==> config.mk <==
export PLATFORM = sky130hd
export DESIGN_NAME = cbus_arbiter_flat
export DESIGN_NICKNAME = d
export VERILOG_FILES = /design/src/rtl/cbus_arbiter_if.sv /design/src/rtl/cbus_arbiter.sv /design/src/flat_wrapper.sv
export SDC_FILE = /design/constraint.sdc
export NUM_CORES = 1
export LEC_CHECK = 0
export BUFFER_PORTS_ARGS = -buffer_cell sky130_fd_sc_hd__buf_4
export CAP_MARGIN = 25
export CORE_AREA = 2 2 209 211
export CTS_CLUSTER_DIAMETER = 100
export DETAILED_ROUTE_END_ITERATION = 12
export DIE_AREA = 0 0 211 213
export PLACE_DENSITY = 0.3
export SLEW_MARGIN = 20
export SYNTH_ARGS = -nofsm -noshare
export SYNTH_HDL_FRONTEND = slang
export SYNTH_SLANG_ARGS = --single-unit
export TNS_END_PERCENT = 30
==> constraint.sdc <==
create_clock -name clk -period 1.1 [get_ports clk]
set_input_delay 0.33 -clock clk [delete_from_list [all_inputs] [get_ports clk]]
set_output_delay 0.33 -clock clk [all_outputs]
set_load 0.03 [all_outputs]
==> src/rtl/cbus_arbiter_if.sv <==
// -----------------------------------------------------------------------------
// cbus_pkg / cbus_arbiter_if
//   Cache-bus (cbus) request/response types and the bundle that carries the
//   arbiter's bus-side signals.
//
//   cbus_req_t  : valid, is_write, addr, size, len (beats-1), data, strobe
//   cbus_resp_t : ready, last, data
//
//   Interface signals:
//     ireqs  [NUM_MASTERS] cbus_req_t   per-master requests      (master -> arb)
//     iresps [NUM_MASTERS] cbus_resp_t  per-master responses     (arb -> master)
//     oreq                 cbus_req_t   request to downstream    (arb -> bridge)
//     oresp                cbus_resp_t  response from downstream (bridge -> arb)
//     busy                 1            a transaction is owned
//     owner                IDX_W        index of current owner
//
//   Modports: slave = arbiter view, master = view of the surrounding system.
// -----------------------------------------------------------------------------
package cbus_pkg;

    // Burst length, encoded as beats-1.
    localparam logic [3:0] MLEN1  = 4'd0;
    localparam logic [3:0] MLEN2  = 4'd1;
    localparam logic [3:0] MLEN4  = 4'd3;
    localparam logic [3:0] MLEN8  = 4'd7;
    localparam logic [3:0] MLEN16 = 4'd15;

    typedef struct packed {
        logic        valid;
        logic        is_write;
        logic [31:0] addr;
        logic [2:0]  size;
        logic [3:0]  len;
        logic [63:0] data;
        logic [7:0]  strobe;
    } cbus_req_t;

    typedef struct packed {
        logic        ready;
        logic        last;
        logic [63:0] data;
    } cbus_resp_t;

endpackage

interface cbus_arbiter_if #(
    parameter int NUM_MASTERS = 2
);
    import cbus_pkg::*;

    localparam int IDX_W = $clog2(NUM_MASTERS);

    cbus_req_t  [NUM_MASTERS-1:0] ireqs;
    cbus_resp_t [NUM_MASTERS-1:0] iresps;
    cbus_req_t                    oreq;
    cbus_resp_t                   oresp;
    logic                         busy;
    logic       [IDX_W-1:0]       owner;

    modport slave (
        input  ireqs,
        input  oresp,
        output iresps,
        output oreq,
        output busy,
        output owner
    );

    modport master (
        output ireqs,
        output oresp,
        input  iresps,
        input  oreq,
        input  busy,
        input  owner
    );

endinterface

==> src/rtl/cbus_arbiter.sv <==
// -----------------------------------------------------------------------------
// cbus_arbiter
//   Shares one downstream cbus port between NUM_MASTERS cache masters.
//   One master owns the bus per transaction; the grant is held until the
//   owner's final beat (oresp.ready && oresp.last) or until the owner drops
//   valid. Arbitration costs one IDLE cycle, so consecutive transactions are
//   always separated by a cycle with oreq.valid=0.
//
//   Ports:
//     clk    core clock
//     reset  synchronous, active-high reset
//     bus    cbus_arbiter_if.slave (ireqs/iresps/oreq/oresp/busy/owner)
//
//   Build option:
//     CBUS_ARBITER_RR_EN  defined   -> round-robin arbitration (prio_q kept)
//                         undefined -> fixed priority, lowest index wins
// -----------------------------------------------------------------------------

// Per-master response gate: a master sees the downstream response only while
// it is the selected owner, otherwise all zeros.
module cbus_arb_lane
    import cbus_pkg::*;
(
    input  logic       i_sel,
    input  cbus_resp_t i_oresp,
    output cbus_resp_t o_iresp
);
    assign o_iresp = i_sel ? i_oresp : '0;
endmodule

module cbus_arbiter
    import cbus_pkg::*;
#(
    parameter  int NUM_MASTERS = 2,
    localparam int IDX_W       = $clog2(NUM_MASTERS)
) (
    input  logic           clk,
    input  logic           reset,
    cbus_arbiter_if.slave  bus
);

    typedef enum logic {
        S_IDLE = 1'b0,
        S_BUSY = 1'b1
    } state_t;

    state_t                       r_state;
    state_t                       w_state_nxt;
    logic       [IDX_W-1:0]       r_owner;
    logic       [IDX_W-1:0]       w_owner_nxt;
    logic       [IDX_W-1:0]       w_winner;
    logic                         w_any;
    logic                         w_done;
    logic       [IDX_W-1:0]       w_owner_inc;
    cbus_req_t                    w_own_req;
    logic       [NUM_MASTERS-1:0] w_sel;
    cbus_resp_t [NUM_MASTERS-1:0] w_iresps;

    assign w_own_req   = bus.ireqs[r_owner];
    assign w_owner_inc = (r_owner == IDX_W'(NUM_MASTERS-1)) ? '0 : r_owner + 1'b1;

`ifdef CBUS_ARBITER_RR_EN
    logic [IDX_W-1:0] r_prio;

    // Scan from r_prio upward, wrapping; first valid master wins.
    always_comb begin
        int idx;
        w_any    = 1'b0;
        w_winner = '0;
        idx      = 0;
        for (int k = 0; k < NUM_MASTERS; k++) begin
            idx = int'(r_prio) + k;
            if (idx >= NUM_MASTERS) idx = idx - NUM_MASTERS;
            if (!w_any && bus.ireqs[IDX_W'(idx)].valid) begin
                w_any    = 1'b1;
                w_winner = IDX_W'(idx);
            end
        end
    end

    // Rotate priority past the master that just finished or abandoned.
    always_ff @(posedge clk) begin
        if (reset)
            r_prio <= '0;
        else if (w_done)
            r_prio <= w_owner_inc;
    end
`else
    // Fixed priority: walk down so the lowest valid index is the last write.
    always_comb begin
        w_any    = 1'b0;
        w_winner = '0;
        for (int k = NUM_MASTERS-1; k >= 0; k--) begin
            if (bus.ireqs[IDX_W'(k)].valid) begin
                w_any    = 1'b1;
                w_winner = IDX_W'(k);
            end
        end
    end
`endif

    // State register
    always_ff @(posedge clk) begin
        if (reset) begin
            r_state <= S_IDLE;
            r_owner <= '0;
        end else begin
            r_state <= w_state_nxt;
            r_owner <= w_owner_nxt;
        end
    end

    // Next-state logic. An owner dropping valid mid-burst ends the transaction
    // the same way a last beat does.
    always_comb begin
        w_state_nxt = r_state;
        w_owner_nxt = r_owner;
        w_done      = 1'b0;
        case (r_state)
            S_IDLE: begin
                if (w_any) begin
                    w_state_nxt = S_BUSY;
                    w_owner_nxt = w_winner;
                end
            end
            S_BUSY: begin
                if ((bus.oresp.ready && bus.oresp.last) || !w_own_req.valid) begin
                    w_state_nxt = S_IDLE;
                    w_done      = 1'b1;
                end
            end
            default: w_state_nxt = S_IDLE;
        endcase
    end

    // Outputs. oreq depends only on state and ireqs, never on oresp, and
    // spurious responses in IDLE are dropped because no lane is selected.
    always_comb begin
        bus.oreq  = '0;
        w_sel     = '0;
        bus.busy  = 1'b0;
        bus.owner = r_owner;
        if (r_state == S_BUSY) begin
            bus.oreq         = w_own_req;
            w_sel[r_owner]   = 1'b1;
            bus.busy         = 1'b1;
        end
    end

    for (genvar g = 0; g < NUM_MASTERS; g++) begin : g_lane
        cbus_arb_lane u_lane (
            .i_sel   (w_sel[g]),
            .i_oresp (bus.oresp),
            .o_iresp (w_iresps[g])
        );
    end

    assign bus.iresps = w_iresps;

endmodule

==> src/flat_wrapper.sv <==
// flat-port wrapper written by rule: the top's interface ports become plain ports
module cbus_arbiter_flat import cbus_pkg::*;
#(
    parameter  int NUM_MASTERS = 2,
    localparam int IDX_W       = $clog2(NUM_MASTERS)
)
  (clk, reset, bus_ireqs, bus_oresp, bus_iresps, bus_oreq, bus_busy, bus_owner);
  cbus_arbiter_if #(.NUM_MASTERS(NUM_MASTERS)) bus_i ();
  input  logic clk;
  input  logic reset;
  input wire logic [$bits(bus_i.ireqs)-1:0] bus_ireqs;
  input wire logic [$bits(bus_i.oresp)-1:0] bus_oresp;
  output wire logic [$bits(bus_i.iresps)-1:0] bus_iresps;
  output wire logic [$bits(bus_i.oreq)-1:0] bus_oreq;
  output wire logic [$bits(bus_i.busy)-1:0] bus_busy;
  output wire logic [$bits(bus_i.owner)-1:0] bus_owner;
  assign bus_i.ireqs = bus_ireqs;
  assign bus_i.oresp = bus_oresp;
  assign bus_iresps = bus_i.iresps;
  assign bus_oreq = bus_i.oreq;
  assign bus_busy = bus_i.busy;
  assign bus_owner = bus_i.owner;
  cbus_arbiter #(.NUM_MASTERS(NUM_MASTERS)) u_core (.clk(clk), .reset(reset), .bus(bus_i));
endmodule
==> impl_metrics.tcl, run 1 <==
set metrics [dict create \
    run_status "finished with violations" \
    critical_path.endpoint "bus_oreq[2]" \
    yosysWarnings 0 \
    register_ranked_first_by_flip_flop_count "u_core.r_state" \
    routed_wire_length_per_instance_um 9.38 \
    critPathKind "register to primary output" \
    fillers 4911 \
    synth.avg_cell_area_um2 6.82 \
    start_kind "register" \
    post_synth_inst_count 269 \
    fin_setup_tns_ps -30330 \
    dp_hpwl_um 9720 \
    number_of_cell_instances_on_the_worst_register_to_register_path 4 \
    place.port_buffers 360 \
    finalSetupViolations 180 \
    final-max-slew-violation-count 0 \
    grt_start_max_net_pins 54 \
    first_iter_violations 39 \
    route.vias.total 2877 \
    routed-wl-met2_um 6190 \
    area_added_between_synthesis_and_finish_pct 207 \
    place_inst 1163 \
    layout.cells.most_common "sky130_fd_sc_hd__buf_4" \
    violations "setup timing" \
    power.static_leakage_nw 2.86 \
    worst_path_largest_cell_delay_ps 360 \
    synth_cell_types 10 \
    power_density_nw_per_um2 559 \
    stdcell_area_um2 5630 \
    fin_skew_ps 0 \
    final_critical_path_time_including_i_o_delays_and_setup_ps 1330 \
    crit_path_max_fanout 17 \
    worst_setup_path_end_kind "primary output" \
    design.core.area_um2 42700 \
    cts_hold_buffers 0 \
    wl_met1_um 2950 \
    start_util 0.0430 \
    unrepaired_setup_endpoints_after_global_routing "true" \
    yosys_reg_bits 1 \
    worstReg2RegStart "u_core.r_state$_SDFF_PP0_" \
    worst_setup_path_startpoint "u_core.r_state$_SDFF_PP0_" \
    layout_common_cells "sky130_fd_sc_hd__buf_4, sky130_fd_sc_hd__buf_6, sky130_fd_sc_hd__and2_2" \
    post-route-period-util 1.21 \
    detailedPlace.worstSlack_ps -281 \
    yosysSeqAreaShare 0.0109 \
    post_dp_cell_area_um2 5070 \
    finish.cell_count_without_fillers 1169 \
    clk_pin_slew_worst_paths_ps 0 \
    num-nets-final 918 \
    path_common_cell "sky130_fd_sc_hd__buf_4" \
    setup_slack_ps -226 \
    gpl.final_weighted_congestion 0.655 \
    top_regs "u_core.r_state (1)" \
    worstPathArrival_ps 1000 \
    reg2reg_to "u_core.r_state$_SDFF_PP0_" \
    die-width_um 211 \
    largest_register_ff_count 1 \
    wirelength_um 11000 \
    fp.dieArea_um2 44900 \
    dr.max_layer_used "met5" \
    grt_first_pass_wirelength_um 14100 \
    final_layout_size_suffix_gt1_frac 0.825 \
    grt_pass1_vias 2786 \
    reg2reg_slack_ps 0 \
    post_synth_instance_area_um2 1830 \
    dr_wl_met3_um 1790 \
    die_h_um 213 \
    final_hold_viol_count 0 \
    clock_latency_ps 0 \
    critPathRequiredTime_ps 770 \
    ir_drop_v 0.000202 \
    design_power_total_mw 3.15 \
    number_of_rows_created_at_floorplan 76 \
    firstDrtPassIters 4 \
    detail-route-antenna-nets 0 \
    timing.critical_path.cells "buf_4 -> buf_16 -> and2_2 -> buf_4" \
    io_pins 541 \
    critical-path-slowest-cell "sky130_fd_sc_hd__dfxtp_4" \
    antenna_found_initial 3 \
    achievable-frequency_mhz 754 \
    grt-ovfl-total 0 \
    global_route_usage_sum 0.0402 \
    max-cap-violations 0 \
    hold_path_class "input port to register" \
    drc_errors 0 \
    route.detailed.vias_per_inst 2.46 \
]
==> worst min path at each step <==
stage,start,endpoint,cells after the start,slack [ps]
3_3_place_gp,reset,u_core.r_state$_SDFF_PP0_,2,480
2_1_floorplan,reset,u_core.r_state$_SDFF_PP0_,1,390
6_report,reset,u_core.r_state$_SDFF_PP0_,2,490
4_1_cts,reset,u_core.r_state$_SDFF_PP0_,2,490
3_5_place_dp,reset,u_core.r_state$_SDFF_PP0_,2,490
5_1_grt,reset,u_core.r_state$_SDFF_PP0_,2,490
==> area by class of cell <==
type / instances / area, um^2 / area share
Timing Repair Buffer: 373 / 3330 / 0.591
Multi-Input combinational cell: 247 / 1590 / 0.282
Tap cell: 546 / 683 / 0.121
Sequential cell: 1 / 23.8 / 0.00422
Inverter: 1 / 3.75 / 0.000667
Antenna cell: 1 / 2.50 / 0.000444
==> synth_stat cells <==
cell | number | area (um^2)
sky130_fd_sc_hd__and2_4 | 1 | 8.76
sky130_fd_sc_hd__buf_6 | 12 | 135
sky130_fd_sc_hd__inv_1 | 1 | 3.75
sky130_fd_sc_hd__conb_1 | 1 | 3.75
sky130_fd_sc_hd__buf_2 | 4 | 20.0
sky130_fd_sc_hd__and2_1 | 178 | 1110
sky130_fd_sc_hd__a221oi_2 | 1 | 15.0
sky130_fd_sc_hd__clkbuf_1 | 3 | 11.3
sky130_fd_sc_hd__buf_4 | 67 | 503
sky130_fd_sc_hd__dfxtp_1 | 1 | 20.0
==> stage by stage <==
step	hold WS, ps	utilization
after detailed placement	489	0.119
after global routing	492	0.132
after global placement	483	0.119
after floorplan	387	-
after CTS	489	0.130
final	488	0.132
==> metal layers <==
metal,vias up,track usage
li1,1366,-
met1,1227,0.0311
met2,276,0.0934
met3,4,0.0160
met4,4,0
met5,-,0
==> timing repair <==
| action | 4_1_cts | 5_1_grt |
|---|---|---|
| endpoints found under the setup margin | 180 | 181 |
| resized for setup | 112 | 24 |
| gates cloned | 1 | 0 |
| pin swaps | 1 | 2 |
| hold endpoints to repair | 0 | 0 |
| setup buffers | 3 | 1 |
==> worst max-delay path: cells and delay by family, from the launching register on <==
kind	cells	cell delay [ps]
buffers and inverters	3	460
and+or+nand+nor	1	170
DFF	1	360
==> power by group <==
group / total [mW] / switching, mW / internal (mW)
clock network: 0.0000000632 / 0 / 0.0000000632
registers: 0.0499 / 0.00971 / 0.0402
logic: 3.10 / 1.67 / 1.43
==> cells by family after synthesis <==
kind of cell | after synthesis | synth area share
AND/OR/NAND/NOR | 179 | 0.612
flip-flops | 1 | 0.0109
buffers and inverters | 87 | 0.367
AO/OA/AOI/OAI | 1 | 0.00818
other | 1 | 0.00204
No activity file was read; power rests on OpenSTA's default activity.
==> run 2: changes to the inputs <==
Settings changed: CORE_AREA 2 2 209 211 to 2 2 210 212, DIE_AREA 0 0 211 213 to 0 0 212 214.
Clock period 1.1 ns to 1.4 ns, I/O delays scaled along.
==> run 2 against run 1 <==
- the flow still finishes with violations (setup timing)
- setup slack improved by 190 ps
- combinational power decreased by 18%
- sequential cell count unchanged
- register-to-register slack improved by 270 ps
- worst hold slack improved by 100 ps
- total power decreased by 18%
- critical path type unchanged
==> impl_metrics.tcl, run 2 (synthesis gave the netlist of run 1 again) <==
set metrics [dict create \
    largest_register_ff_count 1 \
    register_ranked_first_by_flip_flop_count "u_core.r_state" \
    final-max-slew-violation-count 0 \
    drc_errors 0 \
    antenna_found_initial 2 \
    dp_hpwl_um 13000 \
    layout.cells.most_common "sky130_fd_sc_hd__buf_4" \
    clockPowerShare 0 \
    place.port_buffers 360 \
    worst_setup_path_end_kind "primary output" \
    timing.hold.ws_ps 588 \
    cts_hold_buffers 0 \
    place_inst 1201 \
    worstReg2RegStart "u_core.r_state$_SDFF_PP0_" \
    final_hold_viol_count 0 \
    power_switching_share 0.538 \
    wirelength_um 14500 \
    number_of_rows_created_at_floorplan 76 \
    area_added_between_synthesis_and_finish_pct 216 \
    reg2reg_to "u_core.r_state$_SDFF_PP0_" \
    global_route_usage_sum 0.0564 \
    power.static_leakage_nw 2.88 \
    reg2reg_slack_ps 270 \
    routed_wire_length_per_instance_um 12.0 \
    detailedPlace.worstSlack_ps -142 \
    num-nets-final 916 \
    clock_latency_ps 0 \
    finalSetupViolations 73 \
    unrepaired_setup_endpoints_after_global_routing "true" \
    die-width_um 212 \
    firstDrtPassIters 4 \
    grt_first_pass_wirelength_um 18600 \
    achievable-frequency_mhz 698 \
    critPathKind "register to primary output" \
    critPathRequiredTime_ps 980 \
    power_density_nw_per_um2 445 \
    route.vias.total 2878 \
    finish.cell_count_without_fillers 1205 \
    fp.dieArea_um2 45400 \
    grt_start_max_net_pins 43 \
    crit_path_max_fanout 40 \
    fin_skew_ps 0 \
    groute.layer.met1.usage 0.0516 \
    final_layout_size_suffix_gt1_frac 0.794 \
    final_critical_path_time_including_i_o_delays_and_setup_ps 1430 \
    violations "setup timing" \
    route.detailed.vias_per_inst 2.39 \
    clk_pin_slew_worst_paths_ps 0 \
    use_met3 0.0268 \
    switchingPower_mw 1.39 \
    setup_slack_ps -32.6 \
    design.core.area_um2 42900 \
    run_status "finished with violations" \
    worstPathArrival_ps 1010 \
    layout_common_cells "sky130_fd_sc_hd__buf_4, sky130_fd_sc_hd__buf_6, sky130_fd_sc_hd__and2_2" \
    top_regs "u_core.r_state (1)" \
    design_power_total_mw 2.58 \
    internal_power_mw 1.19 \
    worstHoldPathCells 2 \
    start_util 0.0428 \
    max-cap-violations 0 \
    post-route-period-util 1.02 \
    pwr-share-seq 0.013 \
    grt-ovfl-total 0 \
    grt_pass1_vias 2873 \
    combinational_group_share_of_total_power 0.987 \
    detail-route-antenna-nets 0 \
    number_of_cell_instances_on_the_worst_register_to_register_path 4 \
    start_kind "register" \
    fin_setup_tns_ps -1020 \
    ir_drop_v 0.000119 \
    globalRoute.busiestLayer "met2" \
    hold_path_class "input port to register" \
    globalRouteMet2Util 0.113 \
    antenna_cells_inserted 0 \
    gpl.final_weighted_congestion 0.683 \
    first_iter_violations 63 \
    die_h_um 214 \
    io_pins 541 \
    hold_path_startpoint "reset" \
    timing.hold.worst_endpoint "u_core.r_state$_SDFF_PP0_" \
]
==> run 2: cell count changes in the layout (fill, tap and decap cells not counted) <==
cell                      delta
sky130_fd_sc_hd__buf_8       +2
sky130_fd_sc_hd__diode_2     -1
sky130_fd_sc_hd__buf_4      -37
sky130_fd_sc_hd__buf_12      -4
sky130_fd_sc_hd__and2_2     -21
sky130_fd_sc_hd__buf_16      +3
sky130_fd_sc_hd__buf_6      +34
sky130_fd_sc_hd__and2_1     +19
sky130_fd_sc_hd__and2_4      +2
==> run 2: final cells by class <==
cell class                      count  area [um^2]
Multi-Input combinational cell    247         1570
Tap cell                          585          732
Fill cell                        4900        37100
Sequential cell                     1         23.8
Timing Repair Buffer              371         3470
Inverter                            1         3.75
==> run 2: worst max-delay path, stage by stage, from the launching register on <==
cell and delay (ps):
sky130_fd_sc_hd__dfxtp_4 330, sky130_fd_sc_hd__buf_12 150, sky130_fd_sc_hd__buf_16 170, sky130_fd_sc_hd__and2_2 200, sky130_fd_sc_hd__buf_6 140
==> run 2: stage by stage <==
step	util	cell area, um^2
global placement	0.118	5070
global route	0.135	5790
floorplan	-	2210
finish	0.135	5790
CTS	0.131	5630
detailed placement	0.118	5070
==> run 2: metal layers <==
layer,vias to the layer above,part of all wire
met5,-,0.0015
met2,252,0.51
li1,1362,-
met1,1250,0.31
met3,10,0.16
met4,4,0.016
==> run 2: repair_timing <==
action | CTS | global route
gates resized for setup | 144 | 43
buffers inserted | 3 | 0
pin swaps | 1 | 3
setup endpoints to repair | 130 | 159
cloned | 1 | 0
==> run 2: how the worst max path moves through the flow <==
stage,to,startpoint,cells past startpoint,slack (ps)
after floorplan,bus_oreq[33],u_core.r_state$_SDFF_PP0_,2,30
after global placement,bus_oreq[100],u_core.r_state$_SDFF_PP0_,3,-160
after detailed placement,bus_oreq[4],u_core.r_state$_SDFF_PP0_,3,-140
after CTS,bus_iresps[64],u_core.r_state$_SDFF_PP0_,4,-60
after global routing,bus_iresps[46],u_core.r_state$_SDFF_PP0_,4,-90
final,bus_iresps[46],u_core.r_state$_SDFF_PP0_,4,-30
==> run 2: power groups by stage <==
stage	Sequential, mW	Clock [mW]	Combinational, mW
after floorplan	0.0414	0	1.42
after global placement	0.0448	0	2.27
after detailed placement	0.0445	0	2.25
after CTS	0.0337	0	2.52
after global routing	0.0339	0	2.69
final	0.0338	0	2.55
==> run 3: changes to the inputs <==
Settings changed: REMOVE_ABC_BUFFERS from default to 1.
==> run 3 against run 2 <==
- the flow still finishes with violations (setup timing)
- first-iteration DRC count is 54% lower
- worst hold slack worse by 5.9 ps
- sequential cell count stayed put
- critical path type unchanged
==> impl_metrics.tcl, run 3 (synthesis gave the netlist of run 1 again) <==
set metrics [dict create \
    critPathRequiredTime_ps 980 \
    run_status "finished with violations" \
    hold_path_class "input port to register" \
    die_h_um 214 \
    path_common_cell "sky130_fd_sc_hd__buf_12" \
    gpl.final_weighted_congestion 0.718 \
    routed_wire_length_per_instance_um 12.3 \
    layout_common_cells "sky130_fd_sc_hd__buf_4, sky130_fd_sc_hd__buf_6, sky130_fd_sc_hd__and2_1" \
    layout.cells.most_common "sky130_fd_sc_hd__buf_4" \
    violations "setup timing" \
    io_pins 541 \
    worst_setup_path_end_kind "primary output" \
    switchingPower_mw 1.39 \
    top_regs "u_core.r_state (1)" \
    max-cap-violations 0 \
    worstPathArrival_ps 1040 \
    start_util 0.0428 \
    worst_path_largest_cell_delay_ps 390 \
    power_switching_share 0.528 \
    wirelength_um 15000 \
    number_of_rows_created_at_floorplan 76 \
    first_iter_violations 29 \
    final_critical_path_time_including_i_o_delays_and_setup_ps 1460 \
    grt-ovfl-total 0 \
    firstDrtPassIters 2 \
    unrepaired_setup_endpoints_after_global_routing "true" \
    ir_drop_v 0.000135 \
    combinational_group_share_of_total_power 0.985 \
    pwr-share-seq 0.015 \
    post-route-period-util 1.04 \
    grt_first_pass_wirelength_um 19000 \
    largest_register_ff_count 1 \
    clk_pin_slew_worst_paths_ps 0 \
    seq_area_um2 23.8 \
    register_ranked_first_by_flip_flop_count "u_core.r_state" \
    power.static_leakage_nw 2.94 \
    area_added_between_synthesis_and_finish_pct 219 \
    detail-route-antenna-nets 0 \
    setup_slack_ps -62.3 \
    final_layout_size_suffix_gt1_frac 0.710 \
    place.port_buffers 360 \
    fillers 4948 \
    final_hold_viol_count 0 \
    critical-path-slowest-cell "sky130_fd_sc_hd__dfxtp_4" \
    design.core.area_um2 42900 \
    fp.dieArea_um2 45400 \
    num-nets-final 928 \
    fin_skew_ps 0 \
    power_density_nw_per_um2 451 \
    clock_latency_ps 0 \
    route.detailed.vias_per_inst 2.42 \
    grt_start_max_net_pins 32 \
    achievable-frequency_mhz 684 \
    multi_input_comb_area_um2 1550 \
    antenna_cells_inserted 0 \
    reg2reg_slack_ps 270 \
    clockPowerShare 0 \
    dp_hpwl_um 13200 \
    finalSetupViolations 112 \
    final-max-slew-violation-count 0 \
    cp.buffers_inverters 3 \
    timing.critical_path.cells "buf_12 -> buf_12 -> and2_1 -> buf_6" \
    critPathKind "register to primary output" \
    detailedPlace.worstSlack_ps -98.4 \
    crit_family "buffers and inverters" \
    drc_errors 0 \
    cts_hold_buffers 0 \
    crit_path_max_fanout 24 \
    global_route_usage_sum 0.0565 \
    fin_setup_tns_ps -3040 \
    start_kind "register" \
    die-width_um 212 \
    grt_pass1_vias 2916 \
    route.vias.total 2940 \
    antenna_found_initial 5 \
    internal_power_mw 1.24 \
]
-- run 3: changes by cell type in the layout (fill, tap and decap cells not counted) --
cell / before / now
sky130_fd_sc_hd__buf_16: 4 / 0
sky130_fd_sc_hd__buf_4: 211 / 238
sky130_fd_sc_hd__and2_2: 93 / 1
sky130_fd_sc_hd__buf_12: 1 / 8
sky130_fd_sc_hd__and2_1: 60 / 115
sky130_fd_sc_hd__and2_4: 26 / 63
sky130_fd_sc_hd__clkbuf_16: 0 / 2
sky130_fd_sc_hd__buf_6: 153 / 127
sky130_fd_sc_hd__buf_8: 2 / 8
-- run 3: power by group through the flow --
| stage | sequential [mW] | clock, mW | combinational [mW] |
|---|---|---|---|
| after floorplan | 0.0861 | 0 | 1.12 |
| after global placement | 0.0371 | 0 | 2.30 |
| after detailed placement | 0.0372 | 0 | 2.29 |
| after CTS | 0.0375 | 0 | 2.47 |
| after global routing | 0.0403 | 0 | 2.75 |
| final | 0.0395 | 0 | 2.60 |
-- run 3: final cells by class --
cell class	count	share of cell area
multi-input combinational	247	0.264
inverter	1	0.000641
tap	585	0.125
sequential	1	0.00406
timing repair buffer	383	0.606
-- run 3: through the flow --
| step | hold WS [ps] | cell area, um^2 | std cells | utilization | power [mW] |
|---|---|---|---|---|---|
| after detailed placement | 589 | 5080 | 1213 | 0.118 | 2.32 |
| after global placement | 587 | 5080 | 1213 | 0.118 | 2.34 |
| final | 582 | 5850 | 1217 | 0.136 | 2.64 |
| after floorplan | 486 | 1410 | 249 | - | 1.20 |
| after global routing | 593 | 5850 | 1217 | 0.136 | 2.79 |
| after CTS | 590 | 5520 | 1213 | 0.129 | 2.51 |
-- run 3: worst paths after layout --
path                                  start                        end  depth (start not counted)
hold reg to reg   u_core.r_state$_SDFF_PP0_  u_core.r_state$_SDFF_PP0_                          3
setup / recovery  u_core.r_state$_SDFF_PP0_               bus_oreq[11]                          4
setup reg to reg  u_core.r_state$_SDFF_PP0_  u_core.r_state$_SDFF_PP0_                          4
hold / removal                        reset  u_core.r_state$_SDFF_PP0_                          2
-- run 3: metal layers --
metal,track usage,vias to the layer above,wire (um)
met1,0.0529,1291,4700
met4,0.00141,10,51
li1,-,1385,-
met3,0.0276,12,2120
met5,0,-,74
met2,0.114,242,8040
-- run 3: timing repair --
item	CTS	global route
pin swaps	0	2
setup buffers	0	2
cloned	0	2
setup endpoints to repair	136	137
resized for setup	126	80
